File: src/rtl/watch_defs.sv
// watch_defs: shared field limits, widths and controller state encodings for the watch chip
package watch_defs;
  localparam int HOUR_MAX = 23;
  localparam int MIN_MAX  = 59;
  localparam int SEC_MAX  = 59;
  localparam int CS_MAX   = 99;
  localparam int HOUR_W   = 5;
  localparam int MIN_W    = 6;
  localparam int SEC_W    = 6;
  localparam int CS_W     = 7;
  typedef enum logic [2:0] {
    ST_TIME     = 3'd0,
    ST_SET_MIN  = 3'd1,
    ST_SET_HOUR = 3'd2,
    ST_SW_STOP  = 3'd3,
    ST_SW_RUN   = 3'd4
  } ctrl_state_e;
endpackage

File: src/rtl/watch_mod_counter.sv
// watch_mod_counter: modulo-(MAX+1) up/down counter with wrap carry
//   clk, reset_n (sync, active-low), en_inc / en_dec (both at once = hold),
//   clr (sync clear), value (registered), carry (combinational, high when an inc wraps)
module watch_mod_counter #(
  parameter int MAX   = 59,
  parameter int WIDTH = 6
) (
  input  logic             clk,
  input  logic             reset_n,
  input  logic             en_inc,
  input  logic             en_dec,
  input  logic             clr,
  output logic [WIDTH-1:0] value,
  output logic             carry
);
  localparam logic [WIDTH-1:0] TOP = WIDTH'(MAX);
  logic up, dn;
  always_comb begin
    up    = en_inc && !en_dec;
    dn    = en_dec && !en_inc;
    carry = !clr && up && value == TOP;
  end
  always_ff @(posedge clk) begin
    if (!reset_n || clr) value <= '0;
    else if (up) value <= value == TOP ? '0 : value + 1'b1;
    else if (dn) value <= value == '0 ? TOP : value - 1'b1;
  end
endmodule

File: src/rtl/watch_timekeeper.sv
// watch_timekeeper: time-of-day and stopwatch counting core
//   clk, reset_n (sync, active-low); run_time, inc_m, dec_m, inc_h, dec_h (set buttons);
//   run_stopwatch, reset_stopwatch; outputs hours/minutes/seconds, sw_min/sw_sec/sw_cs,
//   sw_overflow (sticky) and tick_1hz (one-cycle pulse per second rollover)
module watch_timekeeper
  import watch_defs::*;
#(
  parameter int SEC_DIV = 32768,
  parameter int SW_DIV  = 328
) (
  input  logic              clk,
  input  logic              reset_n,
  input  logic              run_time,
  input  logic              inc_m,
  input  logic              dec_m,
  input  logic              inc_h,
  input  logic              dec_h,
  input  logic              run_stopwatch,
  input  logic              reset_stopwatch,
  output logic [HOUR_W-1:0] hours,
  output logic [MIN_W-1:0]  minutes,
  output logic [SEC_W-1:0]  seconds,
  output logic [MIN_W-1:0]  sw_min,
  output logic [SEC_W-1:0]  sw_sec,
  output logic [CS_W-1:0]   sw_cs,
  output logic              sw_overflow,
  output logic              tick_1hz
);
  localparam int TPW = $clog2(SEC_DIV);
  localparam int SPW = $clog2(SW_DIV);
  logic [TPW-1:0] t_psc;
  logic [SPW-1:0] s_psc;
  // button history and rising edges, ordered {inc_m, dec_m, inc_h, dec_h}
  logic [3:0] hist, btn, rise;
  logic tick, sw_step, sec_carry, min_carry, unused_hr_carry, cs_carry, ss_carry, sm_carry;
  always_comb begin
    btn     = {inc_m, dec_m, inc_h, dec_h};
    rise    = run_time ? 4'b0 : btn & ~hist;
    tick    = run_time && t_psc == TPW'(SEC_DIV - 1);
    sw_step = run_stopwatch && s_psc == SPW'(SW_DIV - 1);
  end
  always_ff @(posedge clk) begin
    if (!reset_n) begin
      t_psc       <= '0;
      s_psc       <= '0;
      hist        <= '1;
      tick_1hz    <= 1'b0;
      sw_overflow <= 1'b0;
    end else begin
      hist     <= btn;
      tick_1hz <= tick;
      t_psc    <= !run_time || tick ? '0 : t_psc + 1'b1;
      if (reset_stopwatch) begin
        s_psc       <= '0;
        sw_overflow <= 1'b0;
      end else begin
        // a paused prescaler keeps its phase so resume continues mid-centisecond
        if (run_stopwatch) s_psc <= sw_step ? '0 : s_psc + 1'b1;
        sw_overflow <= sw_overflow | sm_carry;
      end
    end
  end
  watch_mod_counter #(.MAX(SEC_MAX), .WIDTH(SEC_W)) u_sec (
    .clk(clk), .reset_n(reset_n), .en_inc(tick), .en_dec(1'b0), .clr(!run_time),
    .value(seconds), .carry(sec_carry)
  );
  watch_mod_counter #(.MAX(MIN_MAX), .WIDTH(MIN_W)) u_min (
    .clk(clk), .reset_n(reset_n), .en_inc(sec_carry | rise[3]), .en_dec(rise[2]), .clr(1'b0),
    .value(minutes), .carry(min_carry)
  );
  // a minute wrap from the set button must not reach the hours
  watch_mod_counter #(.MAX(HOUR_MAX), .WIDTH(HOUR_W)) u_hr (
    .clk(clk), .reset_n(reset_n), .en_inc((run_time & min_carry) | rise[1]), .en_dec(rise[0]),
    .clr(1'b0), .value(hours), .carry(unused_hr_carry)
  );
  watch_mod_counter #(.MAX(CS_MAX), .WIDTH(CS_W)) u_cs (
    .clk(clk), .reset_n(reset_n), .en_inc(sw_step), .en_dec(1'b0), .clr(reset_stopwatch),
    .value(sw_cs), .carry(cs_carry)
  );
  watch_mod_counter #(.MAX(SEC_MAX), .WIDTH(SEC_W)) u_ss (
    .clk(clk), .reset_n(reset_n), .en_inc(cs_carry), .en_dec(1'b0), .clr(reset_stopwatch),
    .value(sw_sec), .carry(ss_carry)
  );
  watch_mod_counter #(.MAX(MIN_MAX), .WIDTH(MIN_W)) u_sm (
    .clk(clk), .reset_n(reset_n), .en_inc(ss_carry), .en_dec(1'b0), .clr(reset_stopwatch),
    .value(sw_min), .carry(sm_carry)
  );
endmodule
File: config.mk
export PLATFORM = sky130hd
export DESIGN_NAME = watch_timekeeper
export DESIGN_NICKNAME = d
export VERILOG_FILES = /design/src/rtl/watch_defs.sv /design/src/rtl/watch_mod_counter.sv /design/src/rtl/watch_timekeeper.sv
export SDC_FILE = /design/constraint.sdc
export NUM_CORES = 1
export LEC_CHECK = 0
export ABC_CLOCK_PERIOD_IN_PS = 10000
export BUFFER_PORTS_ARGS = -buffer_cell sky130_fd_sc_hd__buf_2
export CELL_PAD_IN_SITES_DETAIL_PLACEMENT = 0
export CELL_PAD_IN_SITES_GLOBAL_PLACEMENT = 1
export CORE_ASPECT_RATIO = 0.7
export CORE_MARGIN = 10
export CORE_UTILIZATION = 46
export DETAILED_ROUTE_END_ITERATION = 12
export PLACE_DENSITY = 0.86
export SYNTH_ARGS = -nofsm -noshare
export SYNTH_HDL_FRONTEND = slang
export SYNTH_SLANG_ARGS = --single-unit
File: constraint.sdc
create_clock -name clk -period 10 [get_ports clk]
set_clock_uncertainty 0.1 [all_clocks]
set_input_delay 1.5 -clock clk [delete_from_list [all_inputs] [get_ports clk]]
set_output_delay 1.5 -clock clk [all_outputs]
set_load 0.02 [all_outputs]
# Word level (Yosys, flattened, before mapping)
# Cells that the tools add are included.
[totals]
mem_count = 0
latch_bits = 0
out_inout_bits = 38
inputBits = 9
wordCells = 81
mem_bits_rw = 0
register_bits = 66
romBits = 0
[classes]
div = 0
n_eq_ne = 8
n_addsub = 10
bitwise_logic = 7
magnitude_cmp = 0
muxes = 14
shifts = 0
reduce_logical = 31
multipliers = 0
[ops]
columns = ["cell", "n"]
rows = [
  ["$mux W6", 7],
  ["$add A6 B1 Y6 const B", 4],
  ["$eq A6 B6 Y1 const B", 4],
  ["$mux W5", 4],
  ["$add A15 B1 Y15 const B", 1],
  ["$eq A15 B15 Y1 const B", 1],
  ["$logic_and A1 B1 Y1", 15],
  ["$add A9 B1 Y9 const B", 1],
  ["$eq A9 B9 Y1 const B", 1],
  ["$mux W9", 1],
  ["$add A7 B1 Y7 const B", 1],
  ["$eq A7 B7 Y1 const B", 1],
  ["$logic_not A1 Y1", 7],
  ["$mux W7", 1],
  ["$logic_not A6 Y1", 1],
  ["$sub A6 B1 Y6 const B", 1],
  ["$add A5 B1 Y5 const B", 1],
  ["$eq A5 B5 Y1 const B", 1],
  ["$logic_not A5 Y1", 1],
  ["$sub A5 B1 Y5 const B", 1],
  ["$and A4 B4 Y4", 1],
  ["$mux W4", 1],
  ["$not A4 Y4", 1],
  ["$reduce_bool A2 Y1", 2],
  ["5 further kinds", 10],
]

# Longest topological paths before layout
# Gate-level depths: netlist of run 1.
[logic_depth]
ltp_word = 13
mapped_depth = 14

# Cells and area by module
# Synthesis of run 1 repeated with hierarchy kept, for this count alone.
[unflattened]
hier_cells = 578
area_unflattened_um2 = 4954.8
[modules_own_cells]
columns = ["mod", "area_each_um2", "seq_area_each_um2", "cells_per_inst", "n_inst"]
rows = [
  ["watch_mod_counter at u_min ...", 644.4, 120.1, 76, 3],
  ["watch_timekeeper", 1297.5, 600.6, 141, 1],
  ["watch_mod_counter at u_cs", 690.7, 140.1, 85, 1],
  ["watch_mod_counter at u_sm", 646.9, 120.1, 76, 1],
  ["watch_mod_counter at u_hr", 386.6, 100.1, 48, 1],
]

# Worst setup path before layout of run 1
# Ideal clock, no wire load.
[synth_timing]
kind = "input -> register"
startpoint = "input run_time"
endpoint = "register u_hr.value[4]"
t_required_ns = 9.780
slack_ns = 5.925
stages = 13
setup_ns = 0.120
path_buffers = 3
arrival_ns = 3.855
cell_sequence = "clkbuf_1 > nor2_1 > nand2_1 > nand2_1 > ha_1 > clkbuf_1 > a31o_2 > ha_1 > buf_2 > or4b_2 > a21oi_1 > mux2i_1 > nor2_1"
[synth_between]
elab_chain_len = 11
[synth_rtl]
columns = ["item", "line", "rtl"]
rows = [
  ["start, declared", "watch_timekeeper.sv:13", "input logic run_time,"],
  ["$logic_and A1 B1 Y1", "watch_timekeeper.sv:39", "tick = run_time && t_psc == TPW'(SEC_DIV - 1);"],
  ["$logic_and A1 B1 Y1 (2 in a row)", "watch_mod_counter.sv:21", "carry = !clr && up && value == TOP;"],
  ["$or A1 B1 Y1", "watch_timekeeper.sv:68", ".clk(clk), .reset_n(reset_n), .en_inc(sec_carry | rise[3]), .en_dec(rise[2]), .clr(1'b0),"],
  ["$logic_and A1 B1 Y1", "watch_mod_counter.sv:19", "up = en_inc && !en_dec;"],
  ["$logic_and A1 B1 Y1", "watch_mod_counter.sv:21", ""],
  ["$and A1 B1 Y1", "watch_timekeeper.sv:73", ".clk(clk), .reset_n(reset_n), .en_inc((run_time & min_carry) | rise[1]), .en_dec(rise[0]),"],
  ["$or A1 B1 Y1", "watch_timekeeper.sv:73", ""],
  ["$logic_not A1 Y1", "watch_mod_counter.sv:20", "dn = en_dec && !en_inc;"],
  ["$logic_and A1 B1 Y1", "watch_mod_counter.sv:20", ""],
  ["$reduce_bool A2 Y1 (no source line)", "n/a", ""],
  ["end signal, assigned", "watch_mod_counter.sv:25", "else if (up) value <= value == TOP ? '0 : value + 1'b1;"],
  ["end signal, assigned", "watch_mod_counter.sv:26", "else if (dn) value <= value == '0 ? TOP : value - 1'b1;"],
  ["end, declared", "watch_mod_counter.sv:13", "output logic [WIDTH-1:0] value,"],
]
# Several ways; a longest one is shown, not always the timed one.
# A chain may end at the register's enable or synchronous reset.

# Final worst setup path of run 1
# Same ends and word-level chain as after synthesis.

==> run metrics, run 1 <==
std cell rows=26; Finished Cell Area=0.00394 mm²; relative slew slack=between 50% and 60%; Max-Cap Viols=0; # IOs=47; Mapped Nets=431; cell with the most instances after synthesis=dfxtp_1; Area contributors post-synth=dfxtp_1, nor2_1, ha_1; die height=~93 µm; Worst EP required=between 10 and 15 ns; Fill cells=695; Synth top cells by count=dfxtp_1, nor2_1, nand2_1; Pleak=1.58 nW; Synth top area share=between 30% and 40%; post-layout min period=3.72 ns; area of the die=0.0114 mm²; outcome=complete, no violations; CP endpoint kind=flop; Async SR Flop Fraction=0%; final antenna-violating net count=0; Final Hold Viols=0; DRC violations left=0; VDD IR max=0.0000701 V; Placed Area=0.00374 mm²; Post-Route WL=8200 µm; CTS Buf Count=9; post-CTS setup buffer count=0; drt first-iter violations=203; fin nets=472; worst-path fanout max=13; unrepaired setup endpoints after global routing=no; Worst-path clk slew=0.08 ns; area grow syn2layout=13.7%; H-tree levels=3; Post-Syn Area=0.00346 mm²; Slew @ Worst Pin=0.659 ns; Crit Path Class=in -> reg; gr ovfl total=0; Max Buffers Root-to-Sink=2; first-pass iteration count of the detailed router=5; WL/cell=14.8 µm; sequential area share after synthesis=between 30% and 40%; PostCTS Resize Cnt=0; core area=0.00732 mm²; clk sinks=66; vias per cell=approximately 5.7; CTS tree=built; Initial Util=47.3%; WHS Path Cells=2; pwr dens=137 mW/mm²; Syn Inst Count=409; antenna violations before repair=0; reg2reg path depth=12; fin crit share=37.2%; WP data arrival=3.85 ns; HP Class=reg -> reg; n_diodes=0; CTS Hold Bufs=0; cell taking the most area after synthesis=dfxtp_1; Yosys warnings=0; Max Transition Viols Final=0; startpoint types=input pin; share of layout cells above drive strength 1=around 16%; PortBufs=46; global-route wire length before repair=13800 µm; largest net degree at the start of global routing=18; clock root cell=clkbuf_8; via count=3124; Yosys reg bits=66; dominant synthesized flop cell=dfxtp_1; Unique masters post-synth=a little under 60; Peak Freq=around 0.27 GHz; total track usage=14.6%; die width=124 µm; syn_area_per_cell=8.46 µm²; Final HPWL DP=5820 µm; Final Wtd Congestion=0.838; final setup fails=0; setup tns final=0 ns; Clk Latency, worst-skew pair=around 0.35 ns; EDFF count, synth=0; number of global-route vias before repair=2845
layer usage:
metal	vias up	share of wire (%)	track usage, %
met1	1467	50	19.7
met2	77	42	21.0
met4	0	0.88	3.38
met5	-	0	0
met3	11	7.4	6.25
li1	1569	-	-
flip-flops by register name (all words and copies together), names as in the netlist:
signal       cells
s_psc            9
tick_1hz         1
hist             4
u_sec.value      6
u_hr.value       5
sw_overflow      1
u_cs.value       7
u_ss.value       6
u_min.value      6
u_sm.value       6
t_psc           15
final cells by class:
class	instances	area, µm²	share of cell area, %
tap	98	123	3.12
sequential	66	1320	33.6
timing repair buffer	46	230	5.85
clock buffer	10	138	3.50
clock inverter	5	55.1	1.40
multi-input combinational	313	2020	51.2
inverter	14	52.6	1.34
final timing paths:
path	start	end	slack (ns)
min reg2reg	sw_overflow	sw_overflow	0.38
max reg2reg	u_sec.value[0]	u_hr.value[4]	6.61
min	sw_overflow	sw_overflow	0.38
max	run_time	u_hr.value[4]	6.28
worst max-delay path: stages:
cell and delay, ns:
buf_2 0.21, nor2_1 0.07, nand2_1 0.06, nand2_1 0.05, ha_1 0.30, a31o_2 0.27
ha_1 0.30, or4b_2 0.63, a21oi_1 0.20, mux2i_1 0.20, nor2_1 0.05
cell usage in the layout (no fill, tap or decap), types with 2 or more instances in the layout:
master       n
o21a_1       3
inv_1       14
nand3_1     15
or4_1        4
xor2_1      16
clkinvlp_4   2
nor2b_1      3
nand4b_1     3
nand2b_1     9
o2111a_1     3
nand4_1     15
and3b_1      2
o31ai_1      3
nand3b_1     3
o21ai_0     23
nor2_1      46
ha_1        13
nor4b_1      3
nand2_1     34
mux2i_1      5
buf_2       46
a31oi_1      7
nor3b_1      4
xnor2_1     12
a21oi_1     21
a211oi_1     7
or3_1        8
nor3_1       5
and3_1      12
clkinv_2     2
a22oi_1      2
clkbuf_8    10
a21o_1       2
dfxtp_1     66
nor4_1       3
and4_1       4
power by group:
part | switching (mW) | leakage [nW] | internal (mW)
Sequential | 0.00654 | 0.534 | 0.267
Clock | 0.102 | 0.0941 | 0.120
Combinational | 0.0261 | 0.950 | 0.0178
Total | 0.135 | 1.58 | 0.404
cells by family after synthesis:
kind of cell | after synthesis | share of synthesized area [%]
and+or+nand+nor | 184 | 29.8
AOI/OAI and AO/OA | 83 | 15.3
DFF | 66 | 38.2
buffers and inverters | 30 | 3.58
xor gates and xnor gates | 28 | 7.09
adders and majority gates | 13 | 4.70
muxes | 5 | 1.45
per-stage QoR:
step	setup slack [ns]	std cells	total power [mW]	hold slack (ns)	utilization [%]
5_1_grt	6.11	552	0.564	0.423	53.8
3_3_place_gp	5.99	537	0.323	0.345	51.1
6_report	6.28	552	0.539	0.379	53.8
4_1_cts	6.30	552	0.543	0.378	53.8
2_1_floorplan	5.92	409	0.311	0.326	-
3_5_place_dp	5.93	537	0.323	0.361	51.1
No activity file was read; power rests on OpenSTA's default activity.
==> inputs of run 2 (changes only) <==
ABC_CLOCK_PERIOD_IN_PS = 3700   (was 10000)
CORE_UTILIZATION = 43   (was 46)
PLACE_DENSITY = 0.81   (was 0.86)
clock period = 3.7 ns   (was 10 ns; I/O delays follow)
==> run 2 against run 1 <==
Effect of this change:
- sequential cell count is the same
- combinational power increased to 2.7 times the previous value
- register-to-register slack lost 6.3 ns
- count of clock-buffer cells in the layout is 1 higher
- global-route usage is 1.3 points lower
- wire length decreased by 1.9%
- non-clock buffer count increased by 1
- cell count up 0.91%
- largest power group is now the clock network
- utilization decreased by 1.8 points
==> run metrics, run 2 (synthesized netlist as in run 1, its figures left out) <==
Final Hold Viols=0 (unchanged); pwr dens=433 mW/mm² (+220%); setup tns final=0 ns (unchanged); commonest cells after routing, fill and taps aside=dfxtp_1, nor2_1, buf_2; final non-filler cell total=557 (+0.91%); largest net degree at the start of global routing=18 (unchanged); die height=95.1 µm (+2.7%); share of layout cells above drive strength 1=15.8% (+0.15 points); antenna violations before repair=0 (unchanged); Worst EP required=3.81 ns (-6.32 ns); Initial Util=44.2% (-3.1 points); Slowest Stage Delay on Critical Path=0.63 ns (about the same); core area=0.00784 mm² (+7.1%); Peak Freq=a little under 0.3 GHz; std cell rows=27 (+3.8%); Max Transition Viols Final=0 (unchanged); via count=3105 (-0.61%); final setup fails=0 (unchanged); WL/cell=14.4 µm (-2.8%); CTS Hold Bufs=0 (unchanged); die width=127 µm (+2.9%); dpl ws=0.358 ns (-5.58 ns); PortBufs=46 (unchanged); n_diodes=0 (unchanged); Max-Cap Viols=0 (unchanged); Max Buffers Root-to-Sink=2 (unchanged); Clk Latency, worst-skew pair=0.33 ns (-0.02 ns); Top cell by count, worst path=ha_1; Hold WS=0.315 ns (-0.0641 ns); number of global-route vias before repair=2716 (-4.5%); clk sinks=66 (unchanged); vias per cell=5.57 (-1.5%); first-pass iteration count of the detailed router=4 (-1); WP data arrival=3.47 ns (-0.38 ns); post-layout min period=3.36 ns; outcome=complete, no violations; Pleak=1.65 nW (+4.2%); relative slew slack=55.0% (-1.1 points); fin nets=473 (+0.21%); CP endpoint kind=flop; Slew @ Worst Pin=0.675 ns (+0.0163 ns); critical path's slowest cell=or4b_2; Crit Path Class=reg -> reg; gr ovfl total=0 (unchanged); post-CTS setup buffer count=0 (unchanged); unrepaired setup endpoints after global routing=no; worst-path fanout max=9 (-4); Worst-path clk slew=0.05 ns (-0.03 ns); final antenna-violating net count=0 (unchanged); VDD IR max=0.000302 V (+330%); placed instance count=541 (+0.74%); Final HPWL DP=5700 µm (-2.0%); # IOs=47 (unchanged); PostCTS Resize Cnt=0 (unchanged); drt first-iter violations=219 (+7.9%); area of the die=0.0121 mm² (+5.6%); fin crit share=90.8%; Post-Route WL=8040 µm (-1.9%); HP Class=in -> reg; commonest non-fill, non-tap cell in the layout=dfxtp_1; setup ws final=0.340 ns (-5.94 ns); global-route wire length before repair=13200 µm (-3.8%); area grow syn2layout=17.7%; final core occ=52.0% (-1.8 points); H-tree levels=3 (unchanged); top flop regs=t_psc: 15 flops, s_psc: 9 flops, u_cs.value: 7 flops; Largest Register=t_psc; DRC violations left=0 (unchanged); Final Wtd Congestion=0.848 (+1.1%); clock root cell=clkbuf_16; total track usage=13.3% (-1.3 points); cells along the critical path=ha_1, and3b_1, and3_1, nand3_1, nand2_1, ha_1, a31o_2, ha_1, or4b_2, a21oi_1, mux2i_1, nor2_1; CTS tree=built; max reg flops=15 (unchanged); startpoint types=flop; CTS Buf Count=9 (unchanged)
## run 2: changes by cell type in the layout (fill, tap and decap cells not counted)
cell	previous run	this run
clkinvlp_4	2	1
clkbuf_1	0	1
clkbuf_16	0	9
buf_4	0	1
bufinv_16	1	2
clkbuf_8	10	1
## run 2: path summary, 6_finish.rpt
kind | startpoint | endpoint | slack (ns) | depth (start not counted)
max | u_sec.value[0] | u_hr.value[4] | 0.34 | 12
min | inc_h | hist[1] | 0.31 | 2
max reg2reg | u_sec.value[0] | u_hr.value[4] | 0.34 | 12
min reg2reg | t_psc[0] | t_psc[0] | 0.36 | 1
## run 2: final cells by class
type,instances,area [µm²]
timing repair buffer,47,238
clock inverter,5,77.6
fill,758,3760
multi-input combinational,313,2020
tap,101,126
inverter,14,52.6
clock buffer,11,243
sequential,66,1320
## run 2: worst max-delay path: cells and delay by family, from the launching register on
family	cells	cell delay (ns)
simple gates	6	1.27
fa+ha+maj	3	0.86
compound gates	2	0.46
flops	1	0.35
mux	1	0.20
## run 2: through the flow
| step | instance area [µm²] | power, mW |
|---|---|---|
| 5_1_grt | 4070 | 1.83 |
| 2_1_floorplan | 3460 | 0.839 |
| 6_report | 4070 | 1.77 |
| 3_5_place_dp | 3750 | 0.873 |
| 3_3_place_gp | 3750 | 0.874 |
| 4_1_cts | 4070 | 1.79 |
## run 2: metal layers
metal  track usage [%]  part of all wire, %
met4              4.73                  1.2
met5                 0                    0
met2              19.0                   41
met3              5.27                  7.7
met1              17.7                   50
## run 2: report_power, final
part           leakage (nW)  internal, mW  total (mW)  switching, mW
clock                 0.156         0.605       0.907          0.302
combinational         0.956        0.0486       0.120         0.0711
sequential            0.534         0.723       0.739         0.0160
total                  1.65          1.38        1.77          0.389
==> inputs of run 3 (changes only) <==
--- a/config.mk
+++ b/config.mk
@@ -12,7 +12,7 @@
 export CORE_ASPECT_RATIO = 0.7
 export CORE_MARGIN = 10
-export CORE_UTILIZATION = 43
+export CORE_UTILIZATION = 40
 export DETAILED_ROUTE_END_ITERATION = 12
-export PLACE_DENSITY = 0.81
+export PLACE_DENSITY = 0.77
 export SYNTH_ARGS = -nofsm -noshare
 export SYNTH_HDL_FRONTEND = slang
==> constraint.sdc (replaced) <==
create_clock -name clk -period 3.7 [get_ports clk]
set_clock_uncertainty 0.1 [all_clocks]
set_input_delay 0.185 -clock clk [delete_from_list [all_inputs] [get_ports clk]]
set_output_delay 0.185 -clock clk [all_outputs]
set_load 0.02 [all_outputs]
==> run 3 against run 2 <==
Effect of this change:
- total power decreased by 7.9%
- highest routed layer unchanged
- setup slack worse by 0.011 ns
- cell count is 3.9% higher
- largest power group unchanged
==> run metrics, run 3 (synthesized netlist as in run 1, its figures left out) <==
reg2reg path depth=12 (unchanged); PortBufs=46 (unchanged); top flop regs=t_psc: 15 flops, s_psc: 9 flops, u_cs.value: 7 flops; commonest non-fill, non-tap cell in the layout=dfxtp_1; Final Hold Viols=0 (unchanged); area of the die=0.0128 mm² (+6.1%); CTS Buf Count=9 (unchanged); Largest Register=t_psc; worst r2r src=u_sec.value[0]; HP Start=run_stopwatch; Worst-path clk slew=0.05 ns (about the same); final setup fails=0 (unchanged); Crit Path Class=reg -> reg; final non-filler cell total=579 (+3.9%); pwr dens=399 mW/mm² (-7.9%); placed instance count=559 (+3.3%); share of layout cells above drive strength 1=15.0% (-0.76 points); Final HPWL DP=5800 µm (+1.8%); Slowest Stage Delay on Critical Path=0.63 ns (about the same); DRC violations left=0 (unchanged); Worst EP required=3.81 ns (about the same); worst-path fanout max=9 (unchanged); # IOs=47 (unchanged); Post-Route WL=8240 µm (+2.5%); Slew @ Worst Pin=0.671 ns (-0.00395 ns); n_diodes=0 (unchanged); clock root cell=clkbuf_16; critical path's top delay family=simple AND/OR/NAND/NOR gates; VDD IR max=0.000241 V (-20%); Pleak=1.63 nW (-0.66%); clk sinks=66 (unchanged); die height=97.8 µm (+2.9%); Max Transition Viols Final=0 (unchanged); std cell rows=28 (+3.7%); CP endpoint kind=flop; PostCTS Resize Cnt=0 (unchanged); final antenna-violating net count=0 (unchanged); startpoint types=flop; Max-Cap Viols=0 (unchanged); reg2reg end=u_hr.value[4]; CTS tree=built; setup tns final=0 ns (unchanged); fin crit share=91.1% (+0.29 points); post-layout min period=3.37 ns (+0.0108 ns); Initial Util=41.0% (-3.2 points); HP Class=in -> reg; WHS Path Cells=3 (+1); critical path's slowest cell=or4b_2; fin nets=476 (+0.63%); met3 Usage GRT=5.68% (+0.41 points); worst hold endpoint=s_psc[1]; global-route wire length before repair=14100 µm (+6.3%); unrepaired setup endpoints after global routing=no; Max Buffers Root-to-Sink=2 (unchanged); antenna violations before repair=0 (unchanged); WP data arrival=3.48 ns (about the same); Clk Latency, worst-skew pair=0.33 ns (about the same); Top cell by count, worst path=ha_1; met2 capacity usage during global routing=19.0% (-0.086 points); Final Wtd Congestion=0.838 (-1.1%); core area=0.00844 mm² (+7.7%); relative slew slack=55.3% (+0.26 points); Buf/Inv on CP=0 (unchanged); number of global-route vias before repair=2906 (+7.0%); max reg flops=15 (unchanged); Peak Freq=0.297 GHz (-0.32%); cells along the critical path=ha_1, and3b_1, and3_1, nand3_1, nand2_1, ha_1, a31o_2, ha_1, or4b_2, a21oi_1, mux2i_1, nor2_1; r2r setup slk=0.33 ns (about the same); area grow syn2layout=17.8% (about the same); first-pass iteration count of the detailed router=4 (unchanged); commonest cells after routing, fill and taps aside=dfxtp_1, nor2_1, buf_2; gr ovfl total=0 (unchanged); via count=3099 (-0.19%); outcome=complete, no violations; H-tree levels=3 (unchanged); drt first-iter violations=235 (+7.3%); total track usage=13.0% (-0.29 points); vias per cell=5.35 (-4.0%); die width=131 µm (+3.1%); WL/cell=14.2 µm (-1.4%); met1 Usage GRT=16.8% (-0.84 points); largest net degree at the start of global routing=18 (unchanged); Top Usage Layer GRT=met2
run 3: changes by cell type in the layout (fill, tap and decap cells not counted):
cell,before,now
dlygate4sd3_1,0,4
clkinvlp_4,1,0
clkbuf_1,1,3
clkinv_2,2,3
buf_4,1,0
bufinv_16,2,0
run 3: layout make-up:
class | count | area (µm²)
inverter | 14 | 52.6
timing repair buffer | 50 | 270
multi-input combinational | 313 | 2020
fill | 840 | 4370
clock inverter | 3 | 15.0
tap | 120 | 150
sequential | 66 | 1320
clock buffer | 13 | 250
run 3: where the power goes:
part | internal, mW | switching (mW) | total (mW)
registers | 0.723 | 0.0177 | 0.741
logic | 0.0508 | 0.0706 | 0.121
clock network | 0.468 | 0.296 | 0.764
total | 1.24 | 0.384 | 1.63
run 3: worst max-delay path by stage:
stage                          to  cells after the start           start  slack, ns
floorplan           u_hr.value[4]                     14  u_sec.value[0]       0.39
global placement    u_hr.value[4]                     12  u_sec.value[0]       0.40
detailed placement  u_hr.value[4]                     12  u_sec.value[0]       0.36
CTS                 u_hr.value[4]                     12  u_sec.value[0]       0.34
global route        u_hr.value[4]                     12  u_sec.value[0]       0.15
finish              u_hr.value[4]                     12  u_sec.value[0]       0.33
run 3: per-stage QoR:
step	util [%]	instance area (µm²)	setup slack, ns	hold slack [ns]	total power [mW]
2_1_floorplan	-	3460	0.386	0.186	0.839
3_3_place_gp	44.7	3770	0.405	0.281	0.873
3_5_place_dp	44.7	3770	0.360	0.293	0.874
4_1_cts	48.3	4080	0.342	0.0515	1.65
5_1_grt	48.3	4080	0.145	0.0699	1.70
6_report	48.3	4080	0.329	0.0617	1.63
run 3: worst reg2reg max path: cells and delay by family (launching register included):
| family | cells | cell delay [ns] |
|---|---|---|
| simple gates | 6 | 1.27 |
| compound gates | 2 | 0.48 |
| mux | 1 | 0.20 |
| flops | 1 | 0.35 |
| fa+ha+maj | 3 | 0.85 |
run 3: repair_timing:
item                                    CTS  global route
setup buffers                             0             0
hold buffers                              4             0
endpoints found under the setup margin    0             0
hold endpoints to repair                  4             0
run 3: layer usage:
metal  vias to the layer above  share of wire, %
li1                       1585                 -
met1                      1442                50
met2                        66                42
met3                         6               7.3
met4                         0              0.72
met5                         -                 0
